===== config.mk =====
export PLATFORM = sky130hd
export DESIGN_NAME = conv_loader
export DESIGN_NICKNAME = d
export VERILOG_FILES = /design/src/rtl/conv_pkg.sv /design/src/rtl/conv_beat_counter.sv /design/src/rtl/conv_loader.sv
export SDC_FILE = /design/constraint.sdc
export NUM_CORES = 1
export LEC_CHECK = 0
export CAP_MARGIN = 20
export CORE_UTILIZATION = 45
export DETAILED_ROUTE_END_ITERATION = 10
export GPL_TIMING_DRIVEN = 1
export HOLD_SLACK_MARGIN = 0.08
export PLACE_DENSITY_LB_ADDON = 0.15
export SLEW_MARGIN = 20
export SYNTH_ARGS = -nofsm -noshare
export SYNTH_HDL_FRONTEND = slang
export SYNTH_SLANG_ARGS = --single-unit

===== constraint.sdc =====
create_clock -name clk -period 3.8 [get_ports clk]
set_clock_uncertainty 0.2 [all_clocks]
set_input_delay 1.14 -clock clk [delete_from_list [all_inputs] [get_ports clk]]
set_output_delay 1.14 -clock clk [all_outputs]
set_load 0.01 [all_outputs]

===== src/rtl/conv_pkg.sv =====
// Shared definitions for the convolution loader and the engine it feeds.
//
// Contents:
//   DATA_W, I_W, K_W  widths shared with the engine top (data_in, I, K)
//   conv_ld_state_t   loader sequencing states
package conv_pkg;

  localparam int DATA_W = 8;   // sample / coefficient width
  localparam int I_W    = 10;  // sample-count config width
  localparam int K_W    = 3;   // tap-count config width

  typedef enum logic [2:0] {
    IDLE      = 3'd0,
    LOAD_H    = 3'd1,
    LOAD_X    = 3'd2,
    START     = 3'd3,
    WAIT_DONE = 3'd4
  } conv_ld_state_t;

endpackage


===== src/rtl/conv_beat_counter.sv =====
// Loadable down-counter that tracks the beats still expected in the
// current load phase (taps in LOAD_H, samples in LOAD_X).
//
// Ports:
//   clk       in   clock, rising edge
//   reset     in   synchronous, active-high; clears the count
//   load      in   load count with load_val (takes priority over dec)
//   load_val  in   I_W  value to load
//   dec       in   decrement by one (saturates at zero)
//   count     out  I_W  current count
//   last      out  count == 1, i.e. the next accepted beat is the final one
module conv_beat_counter #(
  parameter int I_W = 10
) (
  input  logic           clk,
  input  logic           reset,
  input  logic           load,
  input  logic [I_W-1:0] load_val,
  input  logic           dec,
  output logic [I_W-1:0] count,
  output logic           last
);

  always_ff @(posedge clk) begin
    if (reset) begin
      count <= '0;
    end else if (load) begin
      count <= load_val;
    end else if (dec && (count != '0)) begin
      count <= count - 1'b1;
    end
  end

  assign last = (count == I_W'(1));

endmodule


===== src/rtl/conv_loader.sv =====
// Upstream sequencer for the convolution engine. Takes a byte stream of
// cfg_k coefficients followed by cfg_i samples over valid/ready, replays it
// into the engine's serial load interface (load_h phase, then load_x phase),
// pulses start, then waits for done or a timeout.
//
// Ports:
//   clk          in   clock, rising edge
//   reset        in   synchronous, active-high; aborts any frame
//   go           in   frame request, sampled in IDLE only
//   cfg_i        in   I_W  sample count, legal 1..2^I_W-1
//   cfg_k        in   K_W  tap count, legal 1..2^K_W-1
//   s_valid      in   upstream byte valid
//   s_ready      out  loader accepts a byte (LOAD_H / LOAD_X only)
//   s_data       in   DATA_W signed upstream byte
//   conv_load_h  out  engine coefficient strobe
//   conv_load_x  out  engine sample strobe
//   conv_data    out  DATA_W signed engine data_in
//   conv_start   out  engine start, one cycle
//   conv_done    in   engine done, honoured in WAIT_DONE only
//   busy         out  any state other than IDLE
//   frame_done   out  one-cycle pulse on normal completion
//   err          out  one-cycle pulse on illegal config or timeout
module conv_loader
  import conv_pkg::*;
#(
  parameter int DATA_W  = conv_pkg::DATA_W,
  parameter int I_W     = conv_pkg::I_W,
  parameter int K_W     = conv_pkg::K_W,
  parameter int TIMEOUT = 4096
) (
  input  logic                     clk,
  input  logic                     reset,
  input  logic                     go,
  input  logic [I_W-1:0]           cfg_i,
  input  logic [K_W-1:0]           cfg_k,
  input  logic                     s_valid,
  output logic                     s_ready,
  input  logic signed [DATA_W-1:0] s_data,
  output logic                     conv_load_h,
  output logic                     conv_load_x,
  output logic signed [DATA_W-1:0] conv_data,
  output logic                     conv_start,
  input  logic                     conv_done,
  output logic                     busy,
  output logic                     frame_done,
  output logic                     err
);

  // Timeout counter only has to reach TIMEOUT-1.
  localparam int TW = (TIMEOUT > 2) ? $clog2(TIMEOUT) : 1;
  localparam logic [TW-1:0] T_LAST = TW'(TIMEOUT - 1);

  conv_ld_state_t state, state_nxt;

  logic [I_W-1:0] cfg_i_q;
  logic           cfg_latch;

  logic           cnt_load;
  logic [I_W-1:0] cnt_val;
  logic           cnt_dec;
  logic [I_W-1:0] beat_cnt;
  logic           beat_last;

  logic [TW-1:0]  tcnt;
  logic           tcnt_clr;
  logic           tcnt_inc;

  logic           accept;
  logic           load_h_nxt;
  logic           load_x_nxt;
  logic           start_nxt;
  logic           frame_done_nxt;
  logic           err_nxt;

  assign s_ready = (state == LOAD_H) || (state == LOAD_X);
  assign accept  = s_valid && s_ready;
  assign busy    = (state != IDLE);

  conv_beat_counter #(
    .I_W(I_W)
  ) u_beat (
    .clk     (clk),
    .reset   (reset),
    .load    (cnt_load),
    .load_val(cnt_val),
    .dec     (cnt_dec),
    .count   (beat_cnt),
    .last    (beat_last)
  );

  // State register.
  always_ff @(posedge clk) begin
    if (reset) begin
      state <= IDLE;
    end else begin
      state <= state_nxt;
    end
  end

  // Next state and next-cycle output strobes.
  always_comb begin
    state_nxt      = state;
    load_h_nxt     = 1'b0;
    load_x_nxt     = 1'b0;
    start_nxt      = 1'b0;
    frame_done_nxt = 1'b0;
    err_nxt        = 1'b0;
    cfg_latch      = 1'b0;
    cnt_load       = 1'b0;
    cnt_val        = I_W'(cfg_k);
    cnt_dec        = 1'b0;
    tcnt_clr       = 1'b0;
    tcnt_inc       = 1'b0;

    case (state)
      IDLE: begin
        if (go) begin
          if ((cfg_k == '0) || (cfg_i == '0)) begin
            err_nxt = 1'b1;
          end else begin
            cfg_latch = 1'b1;
            cnt_load  = 1'b1;
            cnt_val   = I_W'(cfg_k);
            state_nxt = LOAD_H;
          end
        end
      end

      LOAD_H: begin
        if (accept) begin
          load_h_nxt = 1'b1;
          if (beat_last) begin
            // Final tap: rearm the same counter for the sample phase.
            cnt_load  = 1'b1;
            cnt_val   = cfg_i_q;
            state_nxt = LOAD_X;
          end else begin
            cnt_dec = 1'b1;
          end
        end
      end

      LOAD_X: begin
        if (accept) begin
          load_x_nxt = 1'b1;
          cnt_dec    = 1'b1;
          if (beat_last) begin
            state_nxt = START;
          end
        end
      end

      // One cycle here lets the final load_x strobe land before start.
      START: begin
        start_nxt = 1'b1;
        tcnt_clr  = 1'b1;
        state_nxt = WAIT_DONE;
      end

      WAIT_DONE: begin
        // done is tested first so it wins against the timeout limit.
        if (conv_done) begin
          frame_done_nxt = 1'b1;
          state_nxt      = IDLE;
        end else if (tcnt == T_LAST) begin
          err_nxt   = 1'b1;
          state_nxt = IDLE;
        end else begin
          tcnt_inc = 1'b1;
        end
      end

      default: begin
        state_nxt = IDLE;
      end
    endcase
  end

  // Registered outputs, config latch and timeout counter.
  always_ff @(posedge clk) begin
    if (reset) begin
      conv_load_h <= 1'b0;
      conv_load_x <= 1'b0;
      conv_start  <= 1'b0;
      frame_done  <= 1'b0;
      err         <= 1'b0;
      conv_data   <= '0;
      cfg_i_q     <= '0;
      tcnt        <= '0;
    end else begin
      conv_load_h <= load_h_nxt;
      conv_load_x <= load_x_nxt;
      conv_start  <= start_nxt;
      frame_done  <= frame_done_nxt;
      err         <= err_nxt;
      // conv_data only moves on an accept so it holds across bubbles.
      if (accept) begin
        conv_data <= s_data;
      end
      if (cfg_latch) begin
        cfg_i_q <= cfg_i;
      end
      if (tcnt_clr) begin
        tcnt <= '0;
      end else if (tcnt_inc) begin
        tcnt <= tcnt + 1'b1;
      end
    end
  end

endmodule


==> impl_metrics.yaml, run 1 <==
die:
  fp.dieH_um: 73.9
  io_pins: 41
  die_area_um2: 5460
  core_area_um2: 4850
  num_rows: 25
  die_x_um: 73.9
  start_util: 0.480
global_routing:
  grt_pass1_wl_um: 8840
  grt_pass1_vias: 1933
  antenna_found_initial: 0
  gr-total-overflow: 0
  grt_start_max_net_pins: 32
  grt.total_usage: 0.211
critical_path:
  worstPathCellList: "clkdlybuf4s50_1 > or4_1 > or3_1 > buf_4 > a31oi_1 > nand2b_1 > o221a_2"
  end_kind: "flip-flop"
  worst-path-buf-inv: 2
  cp_slowest_cell: "or4_1"
  worst_path_largest_cell_delay_ns: 0.55
  start_kind: "input port"
  worstPathArrival_ns: 3.38
  crit_fanout: 7
  critical_path_class: "input port to flip-flop"
  critPathTopFamily: "simple AND/OR/NAND/NOR gates"
  cp.required_ns: 3.79
power:
  power.density_nw_per_um2: 642
  p_leak_uw: 0.00102
  ir_worst_vdd_mv: 0.250
  p_total_uw: 1850
synthesis:
  synthTopCellsByCount: "nand2_1, dfxtp_1, a21oi_1, nor2_1, nor4_1"
  ys_warn_count: 0
  synthFlopType: "dfxtp_1"
  synthTopCellsByArea: "dfxtp_1, nand2_1, a21oi_1"
  synth_top_family_by_area: "simple AND/OR/NAND/NOR gates"
  synth_mux_area_frac: 0
  synth_top_area_frac: 0.413
  yosysUniqueCellTypes: 52
  synth.most_common_cell: "nand2_1"
  yosys.area_share.simple: 0.290
  synth_edf_count: 0
  synth_xor_area_frac: 0.0489
  synth-async-reset-ratio: 0
  synthAdderAreaFrac: 0.0215
  synth_area_leader_cell: "dfxtp_1"
  synth_compound_area_frac: 0.182
  syn_nets: 317
  netlist_instances: 287
  synth_seq_cells: 48
  synth.avg_cell_area_um2: 8.11
  syn_area_um2: 2330
  synth.yosys.seq_area_share: 0.413
final_layout:
  nFillCells: 457
  syn_to_final_growth_pct: 23.7
  drive_above_1_share: 0.0648
  final_nets: 354
  n_antenna_cell: 0
placed_design:
  pre_cts_ws_ns: 0.164
  dp_hpwl_um: 3720
  gp_congestion: 0.853
  portBuffers: 40
clock_tree:
  numCtsBuffers: 5
  root_buffer: "clkbuf_8"
  post_cts_buffers: 0
  clk_path_buf_depth: 2
  cts.reportedPaths.clkPinSlew_ns: 0.08
  ctsResizeCount: 0
  cts.sinks: 48
  hold_buffers: 0
  cts_tree: "yes"
  clk_latency_ns: 0.29
  htree_levels: 2
sta:
  rsz0062_at_grt: "no"
  tightest_slew_ns: 0.726
  finalHoldViolations: 0
  fin_tns_setup_ns: 0
  setup_violations: 0
  slew_headroom: 0.513
  slew_viol_final: 0
  finalWorstSetupSlack_ns: 0.414
  finalCritPeriodShare: 0.891
  whs_ns: 0.254
  max_freq_mhz: 295
  period_needed_ns: 3.39
status:
  status: "completed"
drt:
  wire_per_inst_um: 13.3
  ant_nets: 0
  vias: 2103
  via_per_inst: 5.38
  drt-total-wl_um: 5200
  drt_iter0_drc: 152
  drcViolationCount: 0
  drtPass1Iterations: 4
run:
  maxCapViolCount: 0
worst_hold_path:
  hold_class: "flip-flop to flip-flop"
area by class of cell:
class | count | area [µm²] | area share
Sequential cell | 48 | 961 | 0.334
Timing Repair Buffer | 46 | 445 | 0.155
Multi-Input combinational cell | 216 | 1270 | 0.440
Tap cell | 67 | 83.8 | 0.0291
Clock buffer | 7 | 96.3 | 0.0335
Inverter | 7 | 26.3 | 0.00913
power by group:
group / switching (µW) / internal, µW
Clock: 160 / 162
Combinational: 452 / 369
Sequential: 102 / 601
cell families (layout without fill, tap and decap cells):
kind of cell / after synthesis / in the layout
and+or+nand+nor: 135 / 135
AOI/OAI and AO/OA: 64 / 64
DFF: 48 / 48
buffers and inverters: 23 / 60
xor gates and xnor gates: 13 / 13
adders and majority gates: 4 / 4
routing by layer:
metal	track usage	up-vias	wire length, µm
met4	0.0705	0	34
met3	0.0480	4	277
li1	-	1107	-
met1	0.285	941	2510
met5	0	-	0
met2	0.331	51	2370
worst paths after layout:
check,start,end,slack (ns),cells after the start
worst min-delay path,conv_data[4]$_SDFFE_PP0N_,conv_data[4]$_SDFFE_PP0N_,0.25,2
worst max register to register,u_beat.count[4]$_SDFFE_PP0P_,u_beat.count[2]$_SDFFE_PP0P_,1.34,5
worst min register to register,conv_data[4]$_SDFFE_PP0N_,conv_data[4]$_SDFFE_PP0N_,0.25,2
worst max-delay path,cfg_i[5],u_beat.count[0]$_SDFFE_PP0P_,0.41,7
placed cells by master, fill, tap and decap left out, types with 2 or more instances in the layout:
cell type / netlist / routed
nor4_1: 10 / 10
xnor2_1: 9 / 9
dfxtp_1: 48 / 48
a21oi_1: 29 / 29
o31a_1: 2 / 2
a211oi_1: 2 / 2
nand3_1: 8 / 8
nor3_1: 9 / 9
o31ai_1: 4 / 3
buf_4: 0 / 6
and3_1: 4 / 4
o21ai_0: 3 / 3
xor2_1: 4 / 4
inv_1: 6 / 6
a22oi_1: 4 / 4
nand4_1: 7 / 7
clkbuf_8: 0 / 7
and4_1: 2 / 2
a31o_2: 2 / 2
nor2_1: 22 / 22
a31oi_1: 4 / 4
or3_1: 2 / 2
ha_1: 4 / 4
nand2_1: 54 / 54
or4_1: 6 / 6
nand2b_1: 2 / 2
clkdlybuf4s50_1: 0 / 40
state kept, by name, summed over array words and instances, names as in the netlist, 3 cells and up:
register      flops
cfg_i_q          10
conv_data         8
state             3
tcnt             12
u_beat.count     10
tightest hold or removal path: cells and delay by family (launching register included):
family | cells | cell delay, ns
flops | 1 | 0.31
simple gates | 1 | 0.05
compound gates | 1 | 0.05
stage by stage:
stage	utilization	area, µm²	cells
after global routing	0.594	2880	391
after CTS	0.593	2870	391
final	0.594	2880	391
after detailed placement	0.573	2780	384
after floorplan	-	2330	287
after global placement	0.573	2780	384
Note: power is estimated with default switching activity, not from simulation.
==> inputs of run 2 (changes only) <==
PLACE_DENSITY = 0.76   (was not set)
PLACE_DENSITY_LB_ADDON = not set   (was 0.15)
SLEW_MARGIN = 10   (was 20)
==> run 2 against run 1 <==
Effect of this change:
- non-clock buffer count increased by 5
- clock power hardly changed
- sequential share of layout area fell by 0.34 points
- cell count up 1.3%
- register-to-register slack improved by 0.02 ns
- largest cell class unchanged
==> impl_metrics.yaml, run 2 (same netlist as run 1, synthesis figures left out) <==
global_routing:
  grt_pass1_vias: 1883
  antenna_found_initial: 0
  grt_pass1_wl_um: 8710
  gr-total-overflow: 0
  grt_start_max_net_pins: 32
  grt.total_usage: 0.208
clock_tree:
  post_cts_buffers: 0
  root_buffer: "clkbuf_8"
  hold_buffers: 0
  numCtsBuffers: 5
  htree_levels: 2
  cts.reportedPaths.clkPinSlew_ns: 0.08
  clk_path_buf_depth: 2
  clk_latency_ns: 0.30
  cts.sinks: 48
  ctsResizeCount: 0
  cts_tree: "yes"
die:
  die_area_um2: 5460
  io_pins: 41
  start_util: 0.480
  die_x_um: 73.9
  core_area_um2: 4850
  num_rows: 25
  fp.dieH_um: 73.9
critical_path:
  critical_path_class: "input port to flip-flop"
  worstPathArrival_ns: 3.41
  rrSetupSlack_ns: 1.36
  r2r_start: "u_beat.count[4]$_SDFFE_PP0P_"
  cp.required_ns: 3.84
  reg2reg_depth: 5
  start_kind: "input port"
  crit_fanout: 8
  rr_endpoint: "u_beat.count[2]$_SDFFE_PP0P_"
  end_kind: "flip-flop"
drt:
  wire_per_inst_um: 13.4
  drcViolationCount: 0
  via_per_inst: 5.59
  ant_nets: 0
  drtPass1Iterations: 4
  vias: 2214
  drt-total-wl_um: 5300
  drt_iter0_drc: 126
final_layout:
  largest-register: "tcnt"
  final_nets: 359
  drive_above_1_share: 0.0760
  nFillCells: 449
  final_cell_mix: "nand2_1, dfxtp_1, clkdlybuf4s50_1"
  n_antenna_cell: 0
  syn_to_final_growth_pct: 25.0
  largest_reg_flops: 12
  final_common_cell: "nand2_1"
  reg_top3: "tcnt: 12 flops, cfg_i_q: 10 flops, u_beat.count: 10 flops"
sta:
  slew_headroom: 0.539
  finalWorstSetupSlack_ns: 0.431
  finalHoldViolations: 0
  period_needed_ns: 3.37
  slew_viol_final: 0
  setup_violations: 0
  max_freq_mhz: 297
  rsz0062_at_grt: "no"
  finalCritPeriodShare: 0.887
  tightest_slew_ns: 0.690
  fin_tns_setup_ns: 0
placed_design:
  gp_congestion: 0.815
  dp_hpwl_um: 3760
  portBuffers: 40
  pre_cts_ws_ns: 0.111
power:
  ir_worst_vdd_mv: 0.278
  power.density_nw_per_um2: 646
  p_leak_uw: 0.00104
worst_hold_path:
  hold_class: "flip-flop to flip-flop"
  hold_end: "conv_data[0]$_SDFFE_PP0N_"
  holdPathStages: 2
  worstHoldStart: "conv_data[0]$_SDFFE_PP0N_"
run:
  maxCapViolCount: 0
status:
  status: "completed"
-- run 2: changes by cell type in the layout (fill, tap and decap cells not counted) --
| cell | change |
|---|---|
| o31ai_1 | +1 |
| buf_2 | +1 |
| o31ai_2 | -1 |
| buf_4 | +4 |
-- run 2: layout make-up --
type,count,area (µm²),share of cell area
multi-input combinational,216,1260,0.434
sequential,48,961,0.330
timing repair buffer,51,480,0.165
clock buffer,7,96.3,0.0331
tap,67,83.8,0.0288
inverter,7,26.3,0.00903
-- run 2: critical path, stage by stage --
cell and delay (ns):
clkdlybuf4s50_1 0.41, or4_1 0.55, or3_1 0.48, and3_4 0.20
or4_1 0.49, a21oi_1 0.13
-- run 2: report_power, final --
group / internal [µW] / switching [µW] / total [µW]
clock network: 162 / 163 / 325
registers: 601 / 100 / 701
logic: 390 / 464 / 854
total: 1150 / 727 / 1880
-- run 2: layer usage --
| layer | track usage | part of all wire | vias to the layer above |
|---|---|---|---|
| met5 | 0 | 0 | - |
| met4 | 0.0641 | 0.011 | 0 |
| met3 | 0.0412 | 0.049 | 6 |
| met2 | 0.331 | 0.46 | 68 |
| met1 | 0.284 | 0.48 | 1019 |
| li1 | - | - | 1121 |
-- run 2: how the worst max path moves through the flow --
| stage | start | to | slack [ns] | cells after the start |
|---|---|---|---|---|
| global route | cfg_i[6] | u_beat.count[6]$_SDFFE_PP0P_ | 0.31 | 6 |
| CTS | cfg_i[5] | u_beat.count[6]$_SDFFE_PP0P_ | 0.43 | 6 |
| finish | cfg_i[5] | u_beat.count[6]$_SDFFE_PP0P_ | 0.43 | 6 |
| floorplan | cfg_i[5] | u_beat.count[6]$_SDFFE_PP0P_ | 0.53 | 7 |
| global placement | cfg_i[5] | u_beat.count[6]$_SDFFE_PP0P_ | 0.17 | 6 |
| detailed placement | cfg_i[5] | u_beat.count[6]$_SDFFE_PP0P_ | 0.11 | 6 |
-- run 2: per-stage QoR --
step,total power (µW),util,instance area (µm²),std cells,hold WS (ns)
detailed placement,1560,0.579,2810,388,0.247
floorplan,1290,-,2330,287,0.235
global route,2020,0.600,2910,396,0.276
CTS,1880,0.599,2900,395,0.259
finish,1880,0.600,2910,396,0.254
global placement,1540,0.579,2810,388,0.241
==> inputs of run 3 (changes only) <==
RECOVER_POWER = 25   (was not set)
==> run 3 against run 2 <==
Effect of this change:
- hold slack hardly changed
- critical path depth is the same
- utilization fell by 0.077 points
- count of clock-buffer cells in the layout did not move
- cell count unchanged
- clock power about the same
- global-route usage stayed put
- final area down 0.13%
==> impl_metrics.yaml, run 3 (same netlist as run 1, synthesis figures left out) <==
drt:
  vias: 2215
  via_per_inst: 5.59
  drcViolationCount: 0
  drt_iter0_drc: 125
  ant_nets: 0
  drtPass1Iterations: 4
  wire_per_inst_um: 13.4
  drt-total-wl_um: 5320
sta:
  tightest_slew_ns: 1.40
  max_freq_mhz: 297
  finalCritPeriodShare: 0.887
  period_needed_ns: 3.37
  slew_viol_final: 0
  finalHoldViolations: 0
  slew_headroom: 0.0675
  setup_violations: 0
  fin_tns_setup_ns: 0
  rsz0062_at_grt: "no"
global_routing:
  grt_start_max_net_pins: 32
  gr-total-overflow: 0
  antenna_found_initial: 0
  grt.total_usage: 0.208
  grt_pass1_vias: 1883
  grt_pass1_wl_um: 8710
clock_tree:
  root_buffer: "clkbuf_8"
  cts.reportedPaths.clkPinSlew_ns: 0.08
  clk_latency_ns: 0.30
  hold_buffers: 0
  htree_levels: 2
  ctsResizeCount: 0
  cts.sinks: 48
  cts_tree: "yes"
  clk_path_buf_depth: 2
  post_cts_buffers: 0
  numCtsBuffers: 5
critical_path:
  start_kind: "input port"
  crit_fanout: 8
  rrSetupSlack_ns: 1.35
  worst-path-buf-inv: 1
  worstPathArrival_ns: 3.41
  cp_common_cell: "or4_1"
  worst_path_largest_cell_delay_ns: 0.55
  r2r_start: "u_beat.count[4]$_SDFFE_PP0P_"
  cp_slowest_cell: "or4_1"
  reg2reg_depth: 5
  critPathTopFamily: "simple AND/OR/NAND/NOR gates"
  cp.required_ns: 3.84
  end_kind: "flip-flop"
  critical_path_class: "input port to flip-flop"
  worstPathCellList: "clkdlybuf4s50_1 > or4_1 > or3_1 > and3_4 > or4_1 > a21oi_1"
  rr_endpoint: "u_beat.count[2]$_SDFFE_PP0P_"
final_layout:
  reg_top3: "tcnt: 12 flops, cfg_i_q: 10 flops, u_beat.count: 10 flops"
  n_antenna_cell: 0
  syn_to_final_growth_pct: 24.8
  largest-register: "tcnt"
  final_nets: 359
  final_cell_mix: "nand2_1, dfxtp_1, clkdlybuf4s50_1"
  finalInstanceArea_um2: 2910
  largest_reg_flops: 12
  final_common_cell: "nand2_1"
  drive_above_1_share: 0.0729
power:
  p_leak_uw: 0.00104
  power.density_nw_per_um2: 648
  p_total_uw: 1880
  ir_worst_vdd_mv: 0.278
worst_hold_path:
  holdPathStages: 2
  hold_end: "conv_data[0]$_SDFFE_PP0N_"
  worstHoldStart: "conv_data[0]$_SDFFE_PP0N_"
  hold_class: "flip-flop to flip-flop"
placed_design:
  gp_congestion: 0.815
  dp_hpwl_um: 3760
  portBuffers: 40
  placed_cell_area_um2: 2810
die:
  io_pins: 41
  die_x_um: 73.9
  core_area_um2: 4850
  die_area_um2: 5460
  fp.dieH_um: 73.9
  start_util: 0.480
  num_rows: 25
run:
  maxCapViolCount: 0
status:
  status: "completed"
[run 3: per-stage QoR]
step            util  hold slack [ns]  cells  worst slack (ns)
2_1_floorplan      -            0.235    287             0.525
3_3_place_gp   0.579            0.241    388             0.168
3_5_place_dp   0.579            0.247    388             0.111
4_1_cts        0.599            0.259    395             0.426
5_1_grt        0.599            0.276    396             0.315
6_report       0.599            0.254    396             0.431
[run 3: where the power goes]
part / switching [µW] / leakage (µW) / total (µW) / internal [µW]
clock network: 162 / 0.0000503 / 325 / 162
registers: 102 / 0.000390 / 703 / 601
logic: 465 / 0.000602 / 854 / 389
total: 729 / 0.00104 / 1880 / 1150
[run 3: cell type report]
class / instances / area [µm²]
Timing Repair Buffer: 51 / 477
Multi-Input combinational cell: 216 / 1260
Inverter: 7 / 26.3
Tap cell: 67 / 83.8
Fill cell: 451 / 1940
Clock buffer: 7 / 96.3
Sequential cell: 48 / 961
[run 3: worst max-delay path by stage]
stage | end | slack, ns | cells past startpoint | from
after floorplan | u_beat.count[6]$_SDFFE_PP0P_ | 0.53 | 7 | cfg_i[5]
after global placement | u_beat.count[6]$_SDFFE_PP0P_ | 0.17 | 6 | cfg_i[5]
after detailed placement | u_beat.count[6]$_SDFFE_PP0P_ | 0.11 | 6 | cfg_i[5]
after CTS | u_beat.count[6]$_SDFFE_PP0P_ | 0.43 | 6 | cfg_i[5]
after global routing | u_beat.count[6]$_SDFFE_PP0P_ | 0.31 | 6 | cfg_i[6]
final | u_beat.count[6]$_SDFFE_PP0P_ | 0.43 | 6 | cfg_i[5]
[run 3: tightest hold or removal path: stages (launching register included)]
cell     delay, ns
dfxtp_1       0.31
nand2_1       0.05
a21oi_1       0.05
[run 3: layer usage]
| metal | vias to the layer above | global-route usage | part of all wire |
|---|---|---|---|
| met5 | - | 0 | 0 |
| met4 | 0 | 0.0641 | 0.011 |
| met3 | 6 | 0.0412 | 0.048 |
| met2 | 70 | 0.331 | 0.46 |
| met1 | 1017 | 0.284 | 0.48 |
| li1 | 1122 | - | - |
==> patch 1: new RTL, flow settings as in run 1 <==
Set the parameter `TIMEOUT` to 1024 (it was 4096).
--- a/src/rtl/conv_loader.sv
+++ b/src/rtl/conv_loader.sv
@@ -26,7 +26,7 @@
   parameter int DATA_W  = conv_pkg::DATA_W,
   parameter int I_W     = conv_pkg::I_W,
   parameter int K_W     = conv_pkg::K_W,
-  parameter int TIMEOUT = 4096
+  parameter int TIMEOUT = 1024
 ) (
   input  logic                     clk,
   input  logic                     reset,
Function: no difference found for any inputs over 10 cycles, from zero or initial values and one cycle with reset high; that may be too few to reach the edited logic, so the function may still have changed.
==> patch 1 against run 1 <==
  * Sequential cell count is 2 lower
  * Die area is 4.7% lower
  * Sequential share of layout area is 0.75 points lower
  * Routed wire length is 3.9% lower
  * Final area is 2.0% lower
  * Synthesized area is 4.8% lower
  * Synthesized cell count is 8.4% lower
  * Cell count is 4.1% lower
  * Fmax is 0.45% lower
  * Critical path depth is 1 lower
  * Worst setup slack worse by 0.015 ns
  * Largest cell class unchanged
Power is not compared: it rests on default switching activity, and its combinational part moved more than twofold at a synthesized area within 25%.
==> patch 1: results <==
# TYPE chip_impl_metric gauge
chip_impl_info{name="status",value="complete, no violations"} 1
chip_impl_metric{name="synth.lib_cells_used.distinct",unit=""} 53
chip_impl_metric{name="timing.critical_path.slowest_cell_delay",unit="ns"} 0.57
chip_impl_metric{name="worst-endpoint-arrival",unit="ns"} 3.40
chip_impl_metric{name="syn_nets",unit=""} 293
chip_impl_metric{name="initialDrtViolationCount",unit=""} 109
chip_impl_metric{name="ratio_of_cells_with_drive_above_1_in_the_final_layout",unit="%"} 9.09
chip_impl_metric{name="synthAdderAreaFrac",unit="%"} 2.26
chip_impl_info{name="reg2reg_from",value="state[0]$_SDFFE_PP0P_"} 1
chip_impl_metric{name="dr_total_vias",unit=""} 2033
chip_impl_metric{name="routedLengthMet1",unit="um"} 2510
chip_impl_metric{name="num-nets-final",unit=""} 337
chip_impl_metric{name="global_route.usage.total",unit="%"} 20.1
chip_impl_info{name="worst_setup_sp",value="s_valid"} 1
chip_impl_metric{name="post_synthesis_compound_gate_area_fraction",unit="%"} 18.9
chip_impl_metric{name="gp_congestion",unit=""} 0.823
chip_impl_metric{name="met1_use_gr",unit="%"} 27.9
chip_impl_metric{name="global_route.usage.met3",unit="%"} 4.31
chip_impl_metric{name="vias_in_the_first_global_route",unit=""} 1845
chip_impl_info{name="holdCritStartpoint",value="conv_data[1]$_SDFFE_PP0N_"} 1
chip_impl_info{name="synthTopCellsByCount",value="sky130_fd_sc_hd__dfxtp_1 (46), sky130_fd_sc_hd__nand2_1 (44), sky130_fd_sc_hd__a21oi_1 (25)"} 1
chip_impl_info{name="reg_top3",value="cfg_i_q (10), tcnt (10), u_beat.count (10)"} 1
chip_impl_metric{name="totalWireLength",unit="um"} 5000
chip_impl_metric{name="synth_seq_area_share",unit="%"} 41.6
chip_impl_metric{name="met2_usage",unit="%"} 31.9
chip_impl_metric{name="synth-xor-area-share",unit="%"} 4.35
chip_impl_metric{name="detailroute.wirelength.met2",unit="um"} 2170
-- patch 1: cells by family (layout without fill, tap and decap cells) --
family / after synthesis / in the layout
AND/OR/NAND/NOR: 118 / 118
AO/OA/AOI/OAI: 63 / 63
flip-flops: 46 / 46
buffers and inverters: 19 / 64
XOR/XNOR: 11 / 11
adder cells (fa/ha/maj): 4 / 4
multiplexers: 2 / 2
-- patch 1: worst reg2reg max path: stages, from the launching register on --
cell                       delay, ns
sky130_fd_sc_hd__dfxtp_1        0.56
sky130_fd_sc_hd__or4b_2         0.66
sky130_fd_sc_hd__or4_1          0.50
sky130_fd_sc_hd__o21ai_2        0.17
sky130_fd_sc_hd__o21ai_0        0.14
sky130_fd_sc_hd__a221oi_1       0.26
-- patch 1: final timing paths --
path / end / slack (ns) / cells past startpoint
worst max-delay path: u_beat.count[6]$_SDFFE_PP0P_ / 0.40 / 6
worst min register to register: conv_data[1]$_SDFFE_PP0N_ / 0.26 / 2
worst max register to register: u_beat.count[6]$_SDFFE_PP0P_ / 1.21 / 5
worst min-delay path: conv_data[1]$_SDFFE_PP0N_ / 0.26 / 2
-- patch 1: final cells by class --
type	instances	area, um^2
clock buffer	6	72.6
clock inverter	2	37.5
fill	434	1900
inverter	8	30.0
multi-input combinational	198	1220
sequential	46	921
tap	67	83.8
timing repair buffer	48	460
-- patch 1: stage by stage --
stage,instance area [um^2],std cells,power [mW],setup WS (ns),utilization [%]
CTS,2820,375,1.17,0.443,59.7
detailed placement,2710,367,0.817,0.147,57.3
global placement,2710,367,0.816,0.194,57.3
finish,2820,375,1.17,0.398,59.8
floorplan,2210,263,0.727,0.865,-
global route,2820,375,1.23,0.266,59.8
==> patch 2: new RTL, flow settings as in run 1 <==
Made on the original files. The 5 states of `conv_ld_state_t` get a one-hot encoding in 5 bits.
--- a/src/rtl/conv_pkg.sv
+++ b/src/rtl/conv_pkg.sv
@@ -9,12 +9,12 @@
   localparam int I_W    = 10;  // sample-count config width
   localparam int K_W    = 3;   // tap-count config width
 
-  typedef enum logic [2:0] {
-    IDLE      = 3'd0,
-    LOAD_H    = 3'd1,
-    LOAD_X    = 3'd2,
-    START     = 3'd3,
-    WAIT_DONE = 3'd4
+  typedef enum logic [4:0] {
+    IDLE      = 5'b00001,
+    LOAD_H    = 5'b00010,
+    LOAD_X    = 5'b00100,
+    START     = 5'b01000,
+    WAIT_DONE = 5'b10000
   } conv_ld_state_t;
 
 endpackage
Formal check against the unedited RTL: no difference found for any inputs over 10 cycles, from zero or initial values and one cycle with reset high; not proved beyond that.
==> patch 2 against run 1 <==
  * Synthesized area grew 4.0%
  * Routed wire length is 0.62% higher
  * Worst setup slack improved by 0.083 ns
  * Sequential share of layout area rose by 0.34 points
  * Final area rose by 3.1%
  * Synthesized cell count decreased by 3.8%
  * Sequential cell count increased by 2
  * Die area is 3.9% higher
  * Fmax increased by 2.5%
  * First-iteration DRC count fell by 36%
Power is not compared: it rests on default switching activity, and its combinational part moved more than twofold at a synthesized area within 25%.
==> patch 2: results <==
# TYPE chip_impl_metric gauge
chip_impl_metric{name="worst_slew_margin_rel",unit="%"} 60.1
chip_impl_metric{name="global_route_wire_length_before_repair",unit="um"} 8560
chip_impl_metric{name="global_route.usage.total",unit="%"} 20.2
chip_impl_info{name="crit_path_top_delay_cell",value="sky130_fd_sc_hd__clkdlybuf4s50_1"} 1
chip_impl_metric{name="ratio_of_cells_with_drive_above_1_in_the_final_layout",unit="%"} 6.96
chip_impl_metric{name="critPathMaxFanout",unit=""} 6
chip_impl_metric{name="dp_hpwl",unit="um"} 3810
chip_impl_info{name="crit_family",value="simple AND/OR/NAND/NOR gates"} 1
chip_impl_metric{name="grt_start_max_net_pins",unit=""} 23
chip_impl_info{name="status",value="complete, no violations"} 1
chip_impl_metric{name="synth_warnings",unit=""} 0
chip_impl_metric{name="worst-endpoint-arrival",unit="ns"} 1.96
chip_impl_metric{name="dr_total_vias",unit=""} 2110
chip_impl_metric{name="gp_congestion",unit=""} 0.833
chip_impl_metric{name="synth_seq_area_share",unit="%"} 41.4
chip_impl_metric{name="clock_buffer_depth",unit=""} 2
chip_impl_metric{name="num-nets-final",unit=""} 345
chip_impl_metric{name="synthesized_netlist_cell_count",unit=""} 276
chip_impl_metric{name="place_inst",unit=""} 378
chip_impl_metric{name="synth.lib_cells_used.distinct",unit=""} 56
chip_impl_metric{name="clk_pin_slew_worst_paths",unit="ns"} 0.10
chip_impl_metric{name="avgRoutedWirePerCell",unit="um"} 13.5
chip_impl_info{name="cts-root-buf",value="sky130_fd_sc_hd__clkbuf_8"} 1
chip_impl_metric{name="initialDrtViolationCount",unit=""} 97
chip_impl_metric{name="clk-insertion-delay-late",unit="ns"} 0.31
chip_impl_metric{name="timing.critical_path.slowest_cell_delay",unit="ns"} 0.53
chip_impl_metric{name="final-instance-count-excl-fill",unit=""} 386
chip_impl_info{name="synthTopCellsByCount",value="sky130_fd_sc_hd__dfxtp_1 (50), sky130_fd_sc_hd__nor2_1 (34), sky130_fd_sc_hd__nand2_1 (26)"} 1
chip_impl_metric{name="filler_cell_count",unit=""} 518
chip_impl_metric{name="syn_nets",unit=""} 306
chip_impl_metric{name="drt_pre_antenna_iters",unit=""} 4
chip_impl_info{name="synth.top_cells.by_area",value="sky130_fd_sc_hd__dfxtp_1 (41%), sky130_fd_sc_hd__nor2_1 (5.3%), sky130_fd_sc_hd__mux2i_1 (4.6%), sky130_fd_sc_hd__nand2_1 (4.0%), sky130_fd_sc_hd__a21oi_1 (3.1%)"} 1
chip_impl_metric{name="vias_in_the_first_global_route",unit=""} 1903
## patch 2: per-layer routing
layer  wire, um  track usage [%]  up-vias
met3        195             5.82        4
met4         58             7.00        0
li1           -                -     1087
met1       2650             26.5      973
met2       2330             31.8       46
met5          0                0        -
## patch 2: logic make-up after synthesis
kind of cell / Yosys count / synth area share [%]
DFF: 50 / 41.4
and+or+nand+nor: 132 / 30.0
buffers and inverters: 19 / 3.88
muxes: 11 / 4.55
AOI/OAI and AO/OA: 48 / 13.8
adders and majority gates: 4 / 2.07
xor gates and xnor gates: 12 / 4.34
## patch 2: layout make-up
type / count / area, um^2 / area share [%]
multi-input cells: 207 / 1330 / 44.6
flip-flops and latches: 50 / 1000 / 33.7
repair buffers: 45 / 438 / 14.7
well taps: 70 / 87.6 / 2.95
clock buffers: 6 / 82.6 / 2.78
inverters: 6 / 22.5 / 0.759
clock inverters: 2 / 12.5 / 0.421
## patch 2: power breakdown
part / internal, mW / switching, mW
Sequential: 0.547 / 0.0241
Clock: 0.147 / 0.181
Combinational: 0.0989 / 0.103
## patch 2: path summary, 6_finish.rpt
kind / from / to / slack (ns) / cells past startpoint
setup / recovery: state[4]$_SDFFE_PP0P_ / s_ready / 0.50 / 4
hold / removal: conv_data[3]$_SDFFE_PP0N_ / conv_data[3]$_SDFFE_PP0N_ / 0.25 / 2
setup reg to reg: u_beat.count[4]$_SDFFE_PP0P_ / u_beat.count[1]$_SDFFE_PP0P_ / 1.48 / 6
hold reg to reg: conv_data[3]$_SDFFE_PP0N_ / conv_data[3]$_SDFFE_PP0N_ / 0.25 / 2
## patch 2: per-stage QoR
step,cell area (um^2),worst slack (ns)
2_1_floorplan,2420,1.10
3_3_place_gp,2870,0.411
3_5_place_dp,2870,0.370
4_1_cts,2970,0.484
5_1_grt,2970,0.403
6_report,2970,0.497
## patch 2: worst register-to-register path, stage by stage (launching register included)
cell and delay (ns):
sky130_fd_sc_hd__dfxtp_1 0.37, sky130_fd_sc_hd__or4_4 0.60, sky130_fd_sc_hd__nor2_1 0.19, sky130_fd_sc_hd__a31oi_1 0.10
sky130_fd_sc_hd__buf_4 0.20, sky130_fd_sc_hd__a211o_1 0.30, sky130_fd_sc_hd__a221oi_1 0.27
